## config.mk

```make
export PLATFORM = sky130hd
export DESIGN_NAME = text_cursor_writer
export DESIGN_NICKNAME = d
export VERILOG_FILES = /design/src/rtl/text_cursor_writer.sv
export SDC_FILE = /design/constraint.sdc
export NUM_CORES = 1
export LEC_CHECK = 0
export CAP_MARGIN = 20
export CORE_MARGIN = 8
export CORE_UTILIZATION = 50
export CTS_CLUSTER_SIZE = 16
export DETAILED_ROUTE_END_ITERATION = 6
export PLACE_DENSITY_LB_ADDON = 0.12
export SYNTH_ARGS = -nofsm -noshare
export SYNTH_HDL_FRONTEND = slang
export SYNTH_SLANG_ARGS = --single-unit
```

## constraint.sdc

```tcl
create_clock -name clk -period 2.37 [get_ports clk]
set_input_delay 0.3555 -clock clk [delete_from_list [all_inputs] [get_ports clk]]
set_output_delay 0.3555 -clock clk [all_outputs]
set_load 0.05 [all_outputs]
```

## src/rtl/text_cursor_writer.sv

```systemverilog
// Converts received UART bytes into text-RAM write commands and tracks the cursor.
// Handles printable characters, CR/LF newlines, backspace and a full-screen clear sweep.
module text_cursor_writer #(
   parameter int         COL_W      = 5,
   parameter int         ROW_W      = 2,
   parameter logic [7:0] CLEAR_CHAR = 8'h20
) (
   input  logic             clk,
   input  logic             rst_n,
   input  logic [7:0]       rx_data,
   input  logic             rx_valid,
   input  logic             clear_req,
   output logic             wr_en,
   output logic [ROW_W-1:0] wr_row,
   output logic [COL_W-1:0] wr_col,
   output logic [7:0]       wr_data,
   output logic [ROW_W-1:0] cursor_row,
   output logic [COL_W-1:0] cursor_col,
   output logic             busy,
   output logic             overflow
);

   localparam int CELL_W = ROW_W + COL_W;
   localparam logic [COL_W-1:0]  COL_ONE  = COL_W'(1);
   localparam logic [ROW_W-1:0]  ROW_ONE  = ROW_W'(1);
   localparam logic [CELL_W-1:0] CELL_ONE = CELL_W'(1);

   typedef enum logic {IDLE, CLEAR} state_t;

   state_t            state;
   logic              pend_valid;
   logic [7:0]        pend_data;
   logic              last_was_cr;
   logic [CELL_W-1:0] sweep_cnt;

   logic       src_valid;
   logic [7:0] src_byte;
   logic       src_print;
   logic       start_clear;

   // A byte held over from a sweep takes priority over the live receiver byte.
   always_comb begin
      src_valid   = 1'b0;
      src_byte    = rx_data;
      if (state == IDLE) begin
         src_valid = pend_valid || rx_valid;
         src_byte  = pend_valid ? pend_data : rx_data;
      end
      src_print   = (src_byte >= 8'h20) && (src_byte <= 8'h7E);
      start_clear = (state == IDLE) && (clear_req || (src_valid && (src_byte == 8'h0C)));
   end

   always_ff @(posedge clk or negedge rst_n) begin
      if (!rst_n) begin
         state       <= IDLE;
         pend_valid  <= 1'b0;
         pend_data   <= '0;
         last_was_cr <= 1'b0;
         sweep_cnt   <= '0;
         wr_en       <= 1'b0;
         wr_row      <= '0;
         wr_col      <= '0;
         wr_data     <= '0;
         cursor_row  <= '0;
         cursor_col  <= '0;
         busy        <= 1'b0;
         overflow    <= 1'b0;
      end else begin
         wr_en    <= 1'b0;
         overflow <= 1'b0;
         case (state)
            IDLE: begin
               // An external clear keeps any held byte and parks the live one for after the sweep.
               if (clear_req) begin
                  if (rx_valid) begin
                     if (pend_valid) begin
                        overflow <= 1'b1;
                     end else begin
                        pend_valid <= 1'b1;
                        pend_data  <= rx_data;
                     end
                  end
               end else if (pend_valid) begin
                  pend_valid <= rx_valid;
                  if (rx_valid) begin
                     pend_data <= rx_data;
                  end
               end

               if (start_clear) begin
                  state     <= CLEAR;
                  busy      <= 1'b1;
                  wr_en     <= 1'b1;
                  wr_row    <= '0;
                  wr_col    <= '0;
                  wr_data   <= CLEAR_CHAR;
                  sweep_cnt <= CELL_ONE;
                  if (!clear_req) begin
                     last_was_cr <= 1'b0;
                  end
               end else if (src_valid) begin
                  if (src_print) begin
                     wr_en       <= 1'b1;
                     wr_row      <= cursor_row;
                     wr_col      <= cursor_col;
                     wr_data     <= src_byte;
                     cursor_col  <= cursor_col + COL_ONE;
                     last_was_cr <= 1'b0;
                     if (cursor_col == '1) begin
                        cursor_row <= cursor_row + ROW_ONE;
                     end
                  end else begin
                     case (src_byte)
                        8'h0D: begin
                           cursor_col  <= '0;
                           cursor_row  <= cursor_row + ROW_ONE;
                           last_was_cr <= 1'b1;
                        end
                        8'h0A: begin
                           if (!last_was_cr) begin
                              cursor_col <= '0;
                              cursor_row <= cursor_row + ROW_ONE;
                           end
                           last_was_cr <= 1'b0;
                        end
                        8'h08, 8'h7F: begin
                           // Backspace steps back across a row boundary but never past the home cell.
                           if (cursor_col != '0) begin
                              cursor_col <= cursor_col - COL_ONE;
                              wr_en      <= 1'b1;
                              wr_row     <= cursor_row;
                              wr_col     <= cursor_col - COL_ONE;
                              wr_data    <= CLEAR_CHAR;
                           end else if (cursor_row != '0) begin
                              cursor_row <= cursor_row - ROW_ONE;
                              cursor_col <= '1;
                              wr_en      <= 1'b1;
                              wr_row     <= cursor_row - ROW_ONE;
                              wr_col     <= '1;
                              wr_data    <= CLEAR_CHAR;
                           end
                           last_was_cr <= 1'b0;
                        end
                        default: begin
                        end
                     endcase
                  end
               end
            end

            CLEAR: begin
               // The counter wraps to zero once the last cell has been issued.
               if (sweep_cnt == '0) begin
                  state      <= IDLE;
                  busy       <= 1'b0;
                  cursor_row <= '0;
                  cursor_col <= '0;
               end else begin
                  wr_en             <= 1'b1;
                  {wr_row, wr_col}  <= sweep_cnt;
                  wr_data           <= CLEAR_CHAR;
                  sweep_cnt         <= sweep_cnt + CELL_ONE;
               end
               if (rx_valid) begin
                  if (pend_valid) begin
                     overflow <= 1'b1;
                  end else begin
                     pend_valid <= 1'b1;
                     pend_data  <= rx_data;
                  end
               end
            end

            default: state <= IDLE;
         endcase
      end
   end

endmodule

```

==> flow_metrics.py, run 1 <==
metrics = {
    "drt": {
        "drc": 0,
        "dr.first_iter.drc_count": 166,
        "wl_met3_um": 424,
        "met1Wirelength_um": 3450,
        "wl_met2_um": 3440,
        "first_pass_iters": 4,
        "routed_wl_um": 7400,
        "antenna_left": 0,
        "viasPerCell": 5.58,
        "vias": 2474,
        "wl_per_cell_um": 16.7,
        "routed.top_layer": "met4",
    },
    "cts": {
        "root_buffer": "clkbuf_8",
        "cts_tree": "yes",
        "clk_latency_ns": 0.30,
        "cts_htree_levels": 2,
        "cts_buffers": 5,
        "path_clk_slew_ns": 0.10,
        "cts.sinks": 43,
        "clk_path_buf_depth": 2,
    },
    "setup_path": {
        "crit_family": "compound AO/OA/AOI/OAI gates",
        "critical_path_buf_inv_count": 1,
        "cpPeakStageDelay_ns": 0.44,
        "arrival_ns": 2.61,
        "worstSetupEndpointType": "flop",
        "crit_required_ns": 2.56,
        "startpoint": "pend_valid",
        "crit_type": "flop to flop",
        "cp_slowest_cell": "dfrtp_2",
        "cp_cell_sequence": "nor2b_4 > or3_4 > a2111oi_4 > a21oi_2 > o21ai_4 > a31oi_4 > buf_12 > mux2_4",
        "cp-start-kind": "flop",
        "worst-path-max-fanout": 8,
        "r2r-start": "pend_valid",
    },
    "yosys": {
        "synth_enable_flop_cells": 0,
        "ys_seq_area_frac": 0.404,
        "synth_nets": 288,
        "synth_top_flop_cell": "dfrtp_1",
        "ys_seq_elements": 43,
        "syn_inst": 270,
        "syn_area_sq_um": 2670,
        "synth.area.top_cells": "dfrtp_1, mux2_2, nand2_1",
        "avgSynthCellArea_sq_um": 9.87,
        "ys_async_sr_fraction": 1.00,
        "yosys.area.top_type": "dfrtp_1",
        "yosysWarnings": 0,
        "synth.distinct_cells": 56,
        "synth_top_area_share": 0.404,
    },
    "timing": {
        "setup_viol": 16,
        "period_needed_ns": 2.42,
        "timing.final.max_slew_violations": 0,
        "rsz0062_at_grt": "true",
        "fmax_mhz": 413,
        "fin_skew_ns": 0.00764,
        "slew-limit-headroom": 0.659,
        "finalCritPeriodShare": 1.02,
        "setup-tns-final_ns": -0.559,
        "finalWorstSetupSlack_ns": -0.0536,
        "tightestPinTransition_ns": 0.509,
        "hold_viol": 0,
    },
    "pwr": {
        "finalPower_uw": 4170,
        "vdd_ir_drop_max_uv": 905,
        "p_switching_uw": 1850,
        "p_clk_frac": 0.122,
        "seq_power_share": 0.278,
        "p_per_area_nw_per_um2": 1090,
        "leakage_uw": 0.00170,
        "intPower_uw": 2320,
        "comb_power_share": 0.599,
        "swShare": 0.445,
    },
    "grt": {
        "grt_max_degree": 18,
        "grt_usage": 0.191,
        "grt_overflow_total": 0,
        "grt_antenna_before_repair": 0,
        "grt_pass1_wl_um": 11800,
        "grt_pass1_vias": 2340,
    },
    "placed_design": {
        "dpl.cell_count": 424,
        "gp_congestion": 0.876,
        "numPortBuffers": 36,
        "hpwl_um": 5380,
        "dp_slack_ns": -0.353,
    },
    "run": {
        "maxCapViolations": 0,
    },
    "min_path": {
        "hp-class": "input pin to asynchronous set/reset pin",
    },
    "outcome": {
        "violations": "negative setup slack",
        "outcome": "finished with violations",
    },
    "layout": {
        "antenna_cells": 0,
        "drive_gt1_frac": 0.357,
        "layout_common_cells": "buf_4, dfrtp_1, clkdlybuf4s50_1, nand2_1, nor2_1",
        "mostFrequentLayoutCell": "buf_4",
        "layout.cells.non_filler": 443,
        "syn2layout_area_growth_pct": 44.2,
        "nets": 390,
    },
    "floorplan": {
        "core_sq_um": 5140,
        "initial_core_util": 0.519,
        "die_h_um": 89.0,
        "dieArea_sq_um": 7920,
        "rows": 26,
        "die_w_um": 89.0,
        "ios": 37,
    },
}
-- Yosys cell counts, drive strengths merged (2+ instances only) --
master   count
xor2         6
or2          2
a21oi       13
nand2       32
nand2b       5
ha           6
buf          5
or3          5
a31oi        3
mux2        21
o311ai       2
o22ai        3
a32o         2
a22o         3
and2         4
xnor2        6
dfrtp       43
nor2        30
nand3        4
o211a        2
o21ai       16
and4b        3
a2111oi      3
inv         10
nor4         2
o31ai        3
mux2i        6
nand4        6
nor3         3
clkbuf       6
-- worst paths after layout --
| path | end | slack [ns] | cells after the start |
|---|---|---|---|
| max | wr_data[6] | -0.05 | 8 |
| max reg2reg | wr_data[6] | -0.05 | 8 |
| min | sweep_cnt[3] | 0.45 | 2 |
| min in group clk | wr_data[4] | 0.52 | 1 |
| min reg2reg | wr_data[4] | 0.52 | 1 |
| max in group asynchronous | state | 1.39 | 3 |
-- through the flow --
stage	cell area, sq um	hold WS [ns]	util
6_report	3840	0.452	0.748
5_1_grt	3840	0.480	0.748
4_1_cts	3740	0.459	0.728
3_5_place_dp	3490	0.253	0.680
3_3_place_gp	3490	0.253	0.680
2_1_floorplan	2690	0.0599	-
-- what timing repair did --
item,CTS,global route
pin swaps,6,6
resized for setup,17,18
hold buffers,1,0
endpoints found under the hold margin,12,0
buffers inserted,7,3
setup endpoints to repair,21,22
cloned,1,0
-- kinds of logic after synthesis --
kind of cell / after synthesis / share of synthesized area
AND/OR/NAND/NOR: 101 / 0.192
AO/OA/AOI/OAI: 59 / 0.183
flip-flops: 43 / 0.404
multiplexers: 27 / 0.111
buffers and inverters: 22 / 0.0423
XOR/XNOR: 12 / 0.0394
adder cells (fa/ha/maj): 6 / 0.0282
-- layer usage --
layer	track usage	vias up
li1	-	1177
met1	0.267	1210
met2	0.290	77
met3	0.0331	10
met4	0.0604	0
met5	0	-
-- final cells by class --
| type | instances | area [sq um] |
|---|---|---|
| Inverter | 11 | 41.3 |
| Sequential cell | 43 | 1080 |
| Tap cell | 70 | 87.6 |
| Timing Repair Buffer | 105 | 910 |
| Multi-Input combinational cell | 206 | 1630 |
| Clock inverter | 3 | 26.3 |
| Clock buffer | 5 | 68.8 |
| Fill cell | 390 | 1300 |
-- registers in the layout (all words and copies together), names as in the netlist --
signal and cells:
wr_col 5, state 1, wr_data 8, pend_data 8, wr_en 1, pend_valid 1
cursor_row 2, wr_row 2, overflow 1, sweep_cnt 7, cursor_col 5, busy 1
last_was_cr 1
-- power by group through the flow --
stage / sequential (uW) / clock (uW) / combinational (uW)
after global routing: 1190 / 545 / 2670
final: 1160 / 510 / 2500
after CTS: 1160 / 525 / 2390
after global placement: 1160 / 0 / 2180
after detailed placement: 1160 / 0 / 2220
after floorplan: 1520 / 0 / 1040
-- worst register-to-register path: stages (launching register included) --
cell	delay [ns]
dfrtp_2	0.44
nor2b_4	0.16
or3_4	0.34
a2111oi_4	0.41
a21oi_2	0.14
o21ai_4	0.24
a31oi_4	0.12
buf_12	0.16
mux2_4	0.29
No activity file was read; power rests on OpenSTA's default activity.
==> inputs of run 2 (changes only) <==
--- a/config.mk
+++ b/config.mk
@@ -5,6 +5,7 @@
 export SDC_FILE = /design/constraint.sdc
 export NUM_CORES = 1
 export LEC_CHECK = 0
+export ABC_AREA = 1
 export CAP_MARGIN = 20
 export CORE_MARGIN = 8
 export CORE_UTILIZATION = 50
==> run 2 against run 1 <==
  * The flow now finishes without violations
  * Critical path depth rose by 6
  * Via count rose by 20%
  * Setup slack improved by 0.28 ns
==> flow_metrics.py, run 2 <==
metrics = {
    "outcome": {
        "outcome": "completed",
    },
    "yosys": {
        "ys_seq_area_frac": 0.367,
        "syn_area_sq_um": 2930,
        "synth.most_common_cell": "nand2_1",
        "ys_async_sr_fraction": 1.00,
        "synth.distinct_cells": 40,
        "synth_nets": 437,
        "yosysWarnings": 0,
        "yosys.area.top_type": "dfrtp_1",
        "syn_inst": 419,
        "avgSynthCellArea_sq_um": 6.99,
        "synth.area.top_cells": "dfrtp_1, nand2_1, nand3_1",
        "synth_top_area_share": 0.367,
        "synth_top_flop_cell": "dfrtp_1",
        "ys_seq_elements": 43,
        "synthTopCellsByCount": "nand2_1, nand3_1, dfrtp_1",
        "synth_enable_flop_cells": 0,
    },
    "floorplan": {
        "dieArea_sq_um": 8570,
        "die_w_um": 92.6,
        "die_h_um": 92.6,
        "rows": 28,
        "core_sq_um": 5780,
        "initial_core_util": 0.507,
        "ios": 37,
    },
    "placed_design": {
        "hpwl_um": 6080,
        "numPortBuffers": 36,
        "dp_slack_ns": -0.0486,
        "gp_congestion": 0.940,
    },
    "setup_path": {
        "crit_required_ns": 2.56,
        "crit_type": "flop to flop",
        "critical_path_buf_inv_count": 3,
        "cp-start-kind": "flop",
        "rr_worst_depth": 14,
        "crit_family": "simple AND/OR/NAND/NOR gates",
        "cp_slowest_cell": "dfrtp_1",
        "r2r_setup_slack_ns": 0.22,
        "startpoint": "pend_valid",
        "cp_cell_sequence": "inv_2 > nand2_1 > nand2_1 > nand2_1 > nand2_1 > nand2_1 > nor2_1 > nand2_2 > nand2_4 > inv_1 > nand2_1 > inv_1 > nand3_1 > nand2_1",
        "worst-path-max-fanout": 13,
        "r2r-start": "pend_valid",
        "rr_endpoint": "wr_data[2]",
        "critPathMostFrequentCell": "nand2_1",
        "cpPeakStageDelay_ns": 0.43,
        "arrival_ns": 2.34,
        "worstSetupEndpointType": "flop",
    },
    "layout": {
        "reg.largest.list": "pend_data: 8 flops, wr_data: 8 flops, sweep_cnt: 7 flops",
        "mostFrequentLayoutCell": "nand2_1",
        "drive_gt1_frac": 0.142,
        "syn2layout_area_growth_pct": 26.3,
        "final_core_util": 0.640,
        "nets": 503,
        "antenna_cells": 0,
        "layout_common_cells": "nand2_1, nand3_1, dfrtp_1, inv_1, clkdlybuf4s50_1",
    },
    "drt": {
        "first_pass_iters": 5,
        "routed_wl_um": 7790,
        "dr.first_iter.drc_count": 168,
        "drc": 0,
        "wl_per_cell_um": 13.9,
        "vias": 2958,
        "viasPerCell": 5.27,
        "antenna_left": 0,
    },
    "cts": {
        "cts_htree_levels": 2,
        "cts_tree": "yes",
        "cts_buffers": 5,
        "root_buffer": "clkbuf_8",
        "clk_path_buf_depth": 2,
        "cts.sinks": 43,
        "clk_latency_ns": 0.31,
        "path_clk_slew_ns": 0.09,
    },
    "min_path": {
        "hold_start": "wr_data[7]",
        "hp-class": "flop to flop",
        "hold_depth": 2,
        "hold-path-endpoint": "wr_data[7]",
    },
    "grt": {
        "grt_max_degree": 29,
        "grt_use_met3": 0.0380,
        "grt_overflow_total": 0,
        "met2_usage": 0.296,
        "grtUsageMet1": 0.264,
        "grt_usage": 0.189,
        "grt_antenna_before_repair": 0,
        "grt_pass1_wl_um": 13400,
        "grt_pass1_vias": 2791,
        "grt_most_used_layer": "met2",
    },
    "timing": {
        "finalCritPeriodShare": 0.906,
        "timing.final.max_slew_violations": 0,
        "fmax_mhz": 466,
        "rsz0062_at_grt": "false",
        "finalWorstSetupSlack_ns": 0.222,
        "slew-limit-headroom": 0.661,
        "hold_viol": 0,
        "setup_viol": 0,
        "setup-tns-final_ns": 0,
        "fin_skew_ns": 0.0128,
        "tightestPinTransition_ns": 0.506,
        "period_needed_ns": 2.15,
    },
    "pwr": {
        "leakage_uw": 0.00185,
        "p_per_area_nw_per_um2": 1330,
        "vdd_ir_drop_max_uv": 613,
    },
    "run": {
        "maxCapViolations": 0,
    },
}
==> run 2: area by class of cell <==
type,instances,area [sq um]
fill,539,2080
multi-input combinational,320,1610
sequential,43,1080
timing repair buffer,71,621
inverter,44,165
tap,75,93.8
clock buffer,5,68.8
clock inverter,3,67.6
==> run 2: worst max-delay path by stage <==
stage | cells after the start | end
floorplan | 11 | cursor_row[0]
global placement | 15 | wr_col[3]
detailed placement | 15 | wr_data[2]
CTS | 14 | wr_data[2]
global route | 16 | cursor_col[3]
finish | 14 | wr_data[2]
==> run 2: per-layer routing <==
layer | wire [um] | part of all wire
met3 | 466 | 0.060
met1 | 3780 | 0.49
met2 | 3480 | 0.45
met5 | 0 | 0
met4 | 65 | 0.0083
==> run 2: power by group <==
part / switching (uW) / internal (uW)
combinational: 1940 / 1090
clock: 275 / 420
sequential: 189 / 1000
total: 2400 / 2510
==> run 2: stage by stage <==
step           cell area, sq um  total power [uW]  hold slack [ns]  cells
4_1_cts                    3660              4860            0.508    556
2_1_floorplan              2930              3290           0.0599    419
5_1_grt                    3700              5320            0.537    561
3_5_place_dp               3520              4160            0.315    547
3_3_place_gp               3520              4120            0.302    547
6_report                   3700              4920            0.502    561
==> run 2: tightest hold or removal path, delay by kind of cell (launching register included) <==
kind	cells	cell delay, ns
flops	1	0.38
buf+inv	1	0.06
simple gates	1	0.04
==> run 2: cells by family (layout without fill, tap and decap cells) <==
| family | count (synthesis) | count (layout) | synth area share |
|---|---|---|---|
| fa+ha+maj | 6 | 6 | 0.0256 |
| compound gates | 49 | 49 | 0.102 |
| buf+inv | 56 | 123 | 0.0833 |
| xor+xnor | 9 | 9 | 0.0269 |
| flops | 43 | 43 | 0.367 |
| simple gates | 256 | 256 | 0.395 |
==> run 2: what timing repair did <==
action,in CTS,in global routing
hold endpoints to repair,15,0
buffers inserted,0,5
endpoints found under the setup margin,0,14
hold buffers,1,0
resized for setup,0,0
